[src/rtl/decode_stage.sv]
// Decode stage: turns 16-bit instruction words (one or two per instruction) into registered operands and control for execute.
// Latency 1 cycle from the accepted word (from the immediate for two-word ops); stall freezes every output and the FSM state.
// Backpressure: instr_ready = !stall. Register file writes proceed even while stalled.
module decode_stage #(
    parameter int NUM_REGS = 8
) (
    input  logic        clk,
    input  logic        reset,
    input  logic [15:0] instr,
    input  logic        instr_valid,
    input  logic        stall,
    output logic        instr_ready,
    input  logic        wb_en,
    input  logic [2:0]  wb_addr,
    input  logic [15:0] wb_data,
    output logic [15:0] Op1,
    output logic [15:0] Op2,
    output logic [1:0]  ALUmode,
    output logic [1:0]  carrySelect,
    output logic [2:0]  Rdst_out,
    output logic        wb_en_out,
    output logic        valid_out
);
    localparam logic [4:0] OP_NOP  = 5'd0;
    localparam logic [4:0] OP_SETC = 5'd1;
    localparam logic [4:0] OP_CLRC = 5'd2;
    localparam logic [4:0] OP_NOT  = 5'd3;
    localparam logic [4:0] OP_MOV  = 5'd4;
    localparam logic [4:0] OP_ADD  = 5'd5;
    localparam logic [4:0] OP_IADD = 5'd6;
    localparam logic [4:0] OP_LDM  = 5'd7;

    typedef enum logic {ST_OPCODE, ST_IMM} state_t;

    state_t      state_q, state_d;
    logic [4:0]  lat_op_q, lat_op_d;
    logic [2:0]  lat_rdst_q, lat_rdst_d;
    logic [2:0]  lat_rs1_q, lat_rs1_d;
    logic [15:0] regs_q [NUM_REGS];
    logic [15:0] regs_d [NUM_REGS];
    logic [15:0] op1_q, op1_d, op2_q, op2_d;
    logic [1:0]  alu_q, alu_d, cs_q, cs_d;
    logic [2:0]  rdst_q, rdst_d;
    logic        wbo_q, wbo_d, vld_q, vld_d;

    logic        emit;
    logic [4:0]  dec_op;
    logic [2:0]  dec_rdst, dec_rs1, dec_rs2;
    logic [15:0] dec_imm;
    logic        unused_bits;

    assign unused_bits = ^instr[1:0];
    assign instr_ready = !stall;

    // Reads see a same-cycle writeback so back-to-back dependent ops need no extra bubble.
    function automatic logic [15:0] rf_read(input logic [2:0] a);
        return (wb_en && wb_addr == a) ? wb_data : regs_q[a];
    endfunction

    always_comb begin
        regs_d = regs_q;
        if (wb_en) regs_d[wb_addr] = wb_data;
    end

    always_comb begin
        state_d    = state_q;
        lat_op_d   = lat_op_q;
        lat_rdst_d = lat_rdst_q;
        lat_rs1_d  = lat_rs1_q;
        op1_d      = op1_q;
        op2_d      = op2_q;
        rdst_d     = rdst_q;
        alu_d      = 2'b11;
        cs_d       = 2'b00;
        wbo_d      = 1'b0;
        vld_d      = 1'b0;
        emit       = 1'b0;
        dec_op     = instr[15:11];
        dec_rdst   = instr[10:8];
        dec_rs1    = instr[7:5];
        dec_rs2    = instr[4:2];
        dec_imm    = 16'h0000;

        if (stall) begin
            alu_d = alu_q;
            cs_d  = cs_q;
            wbo_d = wbo_q;
            vld_d = vld_q;
        end else if (instr_valid) begin
            if (state_q == ST_IMM) begin
                state_d  = ST_OPCODE;
                dec_op   = lat_op_q;
                dec_rdst = lat_rdst_q;
                dec_rs1  = lat_rs1_q;
                dec_imm  = instr;
                emit     = 1'b1;
            end else if (instr[15:11] == OP_IADD || instr[15:11] == OP_LDM) begin
                state_d    = ST_IMM;
                lat_op_d   = instr[15:11];
                lat_rdst_d = instr[10:8];
                lat_rs1_d  = instr[7:5];
            end else begin
                emit = 1'b1;
            end
        end

        if (emit) begin
            vld_d  = 1'b1;
            rdst_d = dec_rdst;
            op1_d  = 16'h0000;
            op2_d  = 16'h0000;
            case (dec_op)
                OP_SETC: cs_d = 2'b01;
                OP_CLRC: cs_d = 2'b11;
                OP_NOT: begin
                    op1_d = rf_read(dec_rdst);
                    alu_d = 2'b01;
                    wbo_d = 1'b1;
                end
                OP_MOV: begin
                    op1_d = rf_read(dec_rs1);
                    alu_d = 2'b10;
                    wbo_d = 1'b1;
                end
                OP_ADD: begin
                    op1_d = rf_read(dec_rs1);
                    op2_d = rf_read(dec_rs2);
                    alu_d = 2'b00;
                    cs_d  = 2'b10;
                    wbo_d = 1'b1;
                end
                OP_IADD: begin
                    op1_d = rf_read(dec_rs1);
                    op2_d = dec_imm;
                    alu_d = 2'b00;
                    cs_d  = 2'b10;
                    wbo_d = 1'b1;
                end
                OP_LDM: begin
                    op1_d = dec_imm;
                    alu_d = 2'b10;
                    wbo_d = 1'b1;
                end
                default: ;  // OP_NOP and undefined opcodes
            endcase
        end
    end

    always_ff @(posedge clk) begin
        if (reset) begin
            state_q    <= ST_OPCODE;
            lat_op_q   <= OP_NOP;
            lat_rdst_q <= 3'd0;
            lat_rs1_q  <= 3'd0;
            for (int i = 0; i < NUM_REGS; i++) regs_q[i] <= 16'h0000;
            op1_q      <= 16'h0000;
            op2_q      <= 16'h0000;
            alu_q      <= 2'b11;
            cs_q       <= 2'b00;
            rdst_q     <= 3'd0;
            wbo_q      <= 1'b0;
            vld_q      <= 1'b0;
        end else begin
            state_q    <= state_d;
            lat_op_q   <= lat_op_d;
            lat_rdst_q <= lat_rdst_d;
            lat_rs1_q  <= lat_rs1_d;
            regs_q     <= regs_d;
            op1_q      <= op1_d;
            op2_q      <= op2_d;
            alu_q      <= alu_d;
            cs_q       <= cs_d;
            rdst_q     <= rdst_d;
            wbo_q      <= wbo_d;
            vld_q      <= vld_d;
        end
    end

    assign Op1         = op1_q;
    assign Op2         = op2_q;
    assign ALUmode     = alu_q;
    assign carrySelect = cs_q;
    assign Rdst_out    = rdst_q;
    assign wb_en_out   = wbo_q;
    assign valid_out   = vld_q;
endmodule

[config.mk]
export PLATFORM = sky130hd
export DESIGN_NAME = decode_stage
export DESIGN_NICKNAME = d
export VERILOG_FILES = /design/src/rtl/decode_stage.sv
export SDC_FILE = /design/constraint.sdc
export NUM_CORES = 1
export LEC_CHECK = 0
export CAP_MARGIN = 20
export CORE_MARGIN = 5
export CORE_UTILIZATION = 60
export CTS_CLUSTER_SIZE = 16
export DETAILED_ROUTE_END_ITERATION = 6
export GPL_ROUTABILITY_DRIVEN = 0
export PLACE_DENSITY = 0.82
export SLEW_MARGIN = 10
export SYNTH_ARGS = -nofsm -noshare
export SYNTH_HDL_FRONTEND = slang
export SYNTH_SLANG_ARGS = --single-unit
[constraint.sdc]
create_clock -name clk -period 5.8 [get_ports clk]
set_input_delay 0.58 -clock clk [delete_from_list [all_inputs] [get_ports clk]]
set_output_delay 0.58 -clock clk [all_outputs]
set_load 0.02 [all_outputs]
==> metrics.md <==
| Metric | Value |
|---|---|
| Initial core utilization | `0.608` |
| Root buffer cell | `clkbuf_16` |
| Area Growth Syn to Fin | `10.0%` |
| Critical R2R Capture | `Op1[6]` |
| RR Startpoint | `lat_rs1_q[0]` |
| Initial antenna violation count | `0` |
| DR DRC count | `1` |
| Die footprint | `0.0218 sq mm` |
| Max Freq | `271 MHz` |
| P_leak | `4.36 nW` |
| CP Max Fanout | `22` |
| Detailed Route WL | `around 40,000 microns` |
| Sw Pwr | `between 800 and 900 uW` |
| GRT overflow | `0` |
| Total core area | `0.0187 sq mm` |
| Top cells by area, synth | `dfxtp_1 (32%), mux4_2 (15%), nand2_1 (11%), mux2i_1 (7.7%), a21oi_1 (6.3%)` |
| Utilization after layout | `0.669` |
| FF+latch count, synth | `181` |
| DR iter-0 viols | `between 2,000 and 2,500` |
| Routed Antenna Nets | `0` |
| Total power | `a little under 3 mW` |
| Synth Warn # | `0` |
| H-tree levels | `4` |
| Setup crit end | `Op1[6]` |
| CTS buffer count | `17` |
| Clock tree buffer depth | `2` |
| Vias per std cell | `approximately 7.2` |
| Asr flop ratio synth | `0` |
| Post-DP HPWL | `25,000 microns` |
| Setup CP Type | `input port to flip-flop` |
| Area share of the leading cell type in the synthesized netlist | `0.318` |
| First-pass GRT wire length | `60,500 microns` |
| Fin Setup TNS | `0 ps` |
| WP data arrival | `4040 ps` |
| Detailed Routing Iterations Pass 1 | `7` |
| Rows | `50` |
| Chip height | `around 150 microns` |
| Antenna Cells | `0` |
| RSZ-0062 raised after global routing | `false` |
| Largest net degree at the start of global routing | `about 110` |
| Post-Layout Cell Count | `between 1,500 and 2,000` |
| Post-synthesis sequential area ratio | `0.318` |
| Mean Syn Cell Area | `approximately 8.9 sq um` |
| Worst-Skew Late Latency | `450 ps` |
| Crit share post-route | `0.635` |
| Most common cell in the netlist | `nand2_1` |
| Max-slew violation count | `0` |
| Hold-fix buffers at CTS | `0` |
| # Post-CTS Setup Buffers | `0` |
| VDD IR max | `roughly 0.00013 V` |
| Net count after synthesis | `about 1,300` |
| Placed insts | `~1,500` |
| Power Internal | `roughly 2.1 mW` |
| Layout cell share with drive strength beyond 1 | `0.135` |
| Final hold vios | `0` |
| Max_cap viols | `0` |
| Die span in x | `between 100 and 150 microns` |
| PostCTS Resize Cnt | `0` |
| Flop-to-flop setup slack | `between 2000 and 2500 ps` |
| Least-Margin Pin Slew | `1200 ps` |
| Power per cell area | `between 200 and 250 mW/mm^2` |
| Hold Crit Class | `flip-flop to flip-flop` |
| Final setup viols | `0` |
| Post-Syn Area | `0.0114 sq mm` |
| Number of flops mapped to enable cells by yosys | `0` |
| Biggest area consumer among synthesized cells | `dfxtp_1` |
| Sink Count | `181` |
| Required time of the worst setup path | `~6000 ps` |
| Total vias in the final route | `~11,000` |
| Wire per inst | `around 26 microns` |
| Reg power frac | `0.448` |
| CTS tree | `built` |
| Worst slew margin | `0.195` |
| Post-synth top cells | `nand2_1 (321), dfxtp_1 (181), a21oi_1 (144), mux2i_1 (88), nor2_1 (83)` |
| Critical Path Sink Type | `flip-flop` |
| Io pins | `82` |
| Clock network power share | `0.404` |
| R2R cell count | `7` |
| Switching Fraction | `0.291` |
| Most used flip-flop cell after synthesis | `dfxtp_1` |
| Cells after Synth | `1,273` |
| Vias in the first global route | `10,400` |
| Failing checks | `design-rule violations` |
| Crit path from | `stall` |
| Worst Skew | `5.80 ps` |
| Share of power burned in combinational logic | `0.148` |
| Crit path launch type | `input port` |
| Nets | `1,309` |
| Status | `complete, but fails checks` |
| I/O Buffers | `between 80 and 90` |
| Yosys cell types | `between 60 and 70` |
| Clock-pin transition on the worst setup and hold timing paths | `roughly 70 ps` |
| GRT Resource Usage Total | `0.359` |
| Min Tclk post-route | `3680 ps` |
[area by class of cell]
class                      instances  area (sq um)
sequential                       181          3620
timing repair buffer             100           976
clock buffer                      21           470
inverter                           6          22.5
fill                            1441          6180
clock inverter                    11           116
multi-input combinational        963          7020
tap                              234           293
[worst min-delay path by stage]
stage               startpoint    endpoint  slack (ps)  depth (start not counted)
floorplan           regs_q[17]  regs_q[17]         450                          2
CTS                  wb_en_out   wb_en_out         470                          2
detailed placement   wb_en_out   wb_en_out         460                          2
finish               wb_en_out   wb_en_out         470                          2
global placement     wb_en_out   wb_en_out         450                          2
global route         wb_en_out   wb_en_out         510                          2
[metrics by stage]
stage	hold slack [ps]	setup slack, ps	cell area [sq um]
after detailed placement	458	1800	11900
after CTS	470	2230	12500
after global placement	452	1860	11900
after global routing	507	1940	12500
after floorplan	451	3090	11400
final	469	2120	12500
[placed cells by master, fill, tap and decap left out, types with 8 or more instances in the layout]
cell type	count
nor2_1	76
mux4_2	74
a311oi_1	9
o21ai_0	10
nand3_1	21
mux4_1	11
clkdlybuf4s50_1	78
dfxtp_1	181
a21oi_1	144
buf_4	17
a211oi_1	42
nor3_1	22
nor2b_1	8
o211ai_1	11
clkbuf_16	17
nor2_2	8
mux2_2	14
nand2_1	321
mux2i_1	87
[power groups by stage]
stage / clock [mW] / combinational, mW / sequential (mW)
after CTS: 1.18 / 0.418 / 1.31
final: 1.19 / 0.434 / 1.31
after detailed placement: 0 / 0.414 / 1.34
after global routing: 1.23 / 0.454 / 1.32
after global placement: 0 / 0.408 / 1.34
after floorplan: 0 / 0.273 / 1.34
[per-layer routing]
| layer | vias up | GRT usage | part of all wire |
|---|---|---|---|
| li1 | 4589 | - | - |
| met1 | 5093 | 0.446 | 0.34 |
| met2 | 986 | 0.526 | 0.42 |
| met3 | 262 | 0.128 | 0.15 |
| met4 | 0 | 0.240 | 0.084 |
| met5 | - | 0 | 0 |
[kinds of logic (layout without fill, tap and decap cells)]
group	count (synthesis)	count (layout)	share of synthesized area
AND/OR/NAND/NOR	488	488	0.179
buffers and inverters	129	138	0.0695
multiplexers	190	190	0.269
XOR/XNOR	11	11	0.00912
flip-flops	181	181	0.318
AO/OA/AOI/OAI	274	274	0.155
[critical path, stage by stage]
cell	delay (ps)
clkdlybuf4s50_1	610
nand3b_4	430
buf_4	310
mux2i_4	810
xor2_2	220
nand4_4	170
o2bb2ai_2	460
a32oi_1	160
a311oi_1	260
[flip-flops by register name, indices dropped and copies added (netlist names)]
signal       cells
state_q          1
Rdst_out         3
wb_en_out        1
carrySelect      2
Op1             16
lat_op_q         5
lat_rs1_q        3
Op2             16
ALUmode          2
lat_rdst_q       3
valid_out        1
regs_q         128
(Power assumes the default switching activity.)
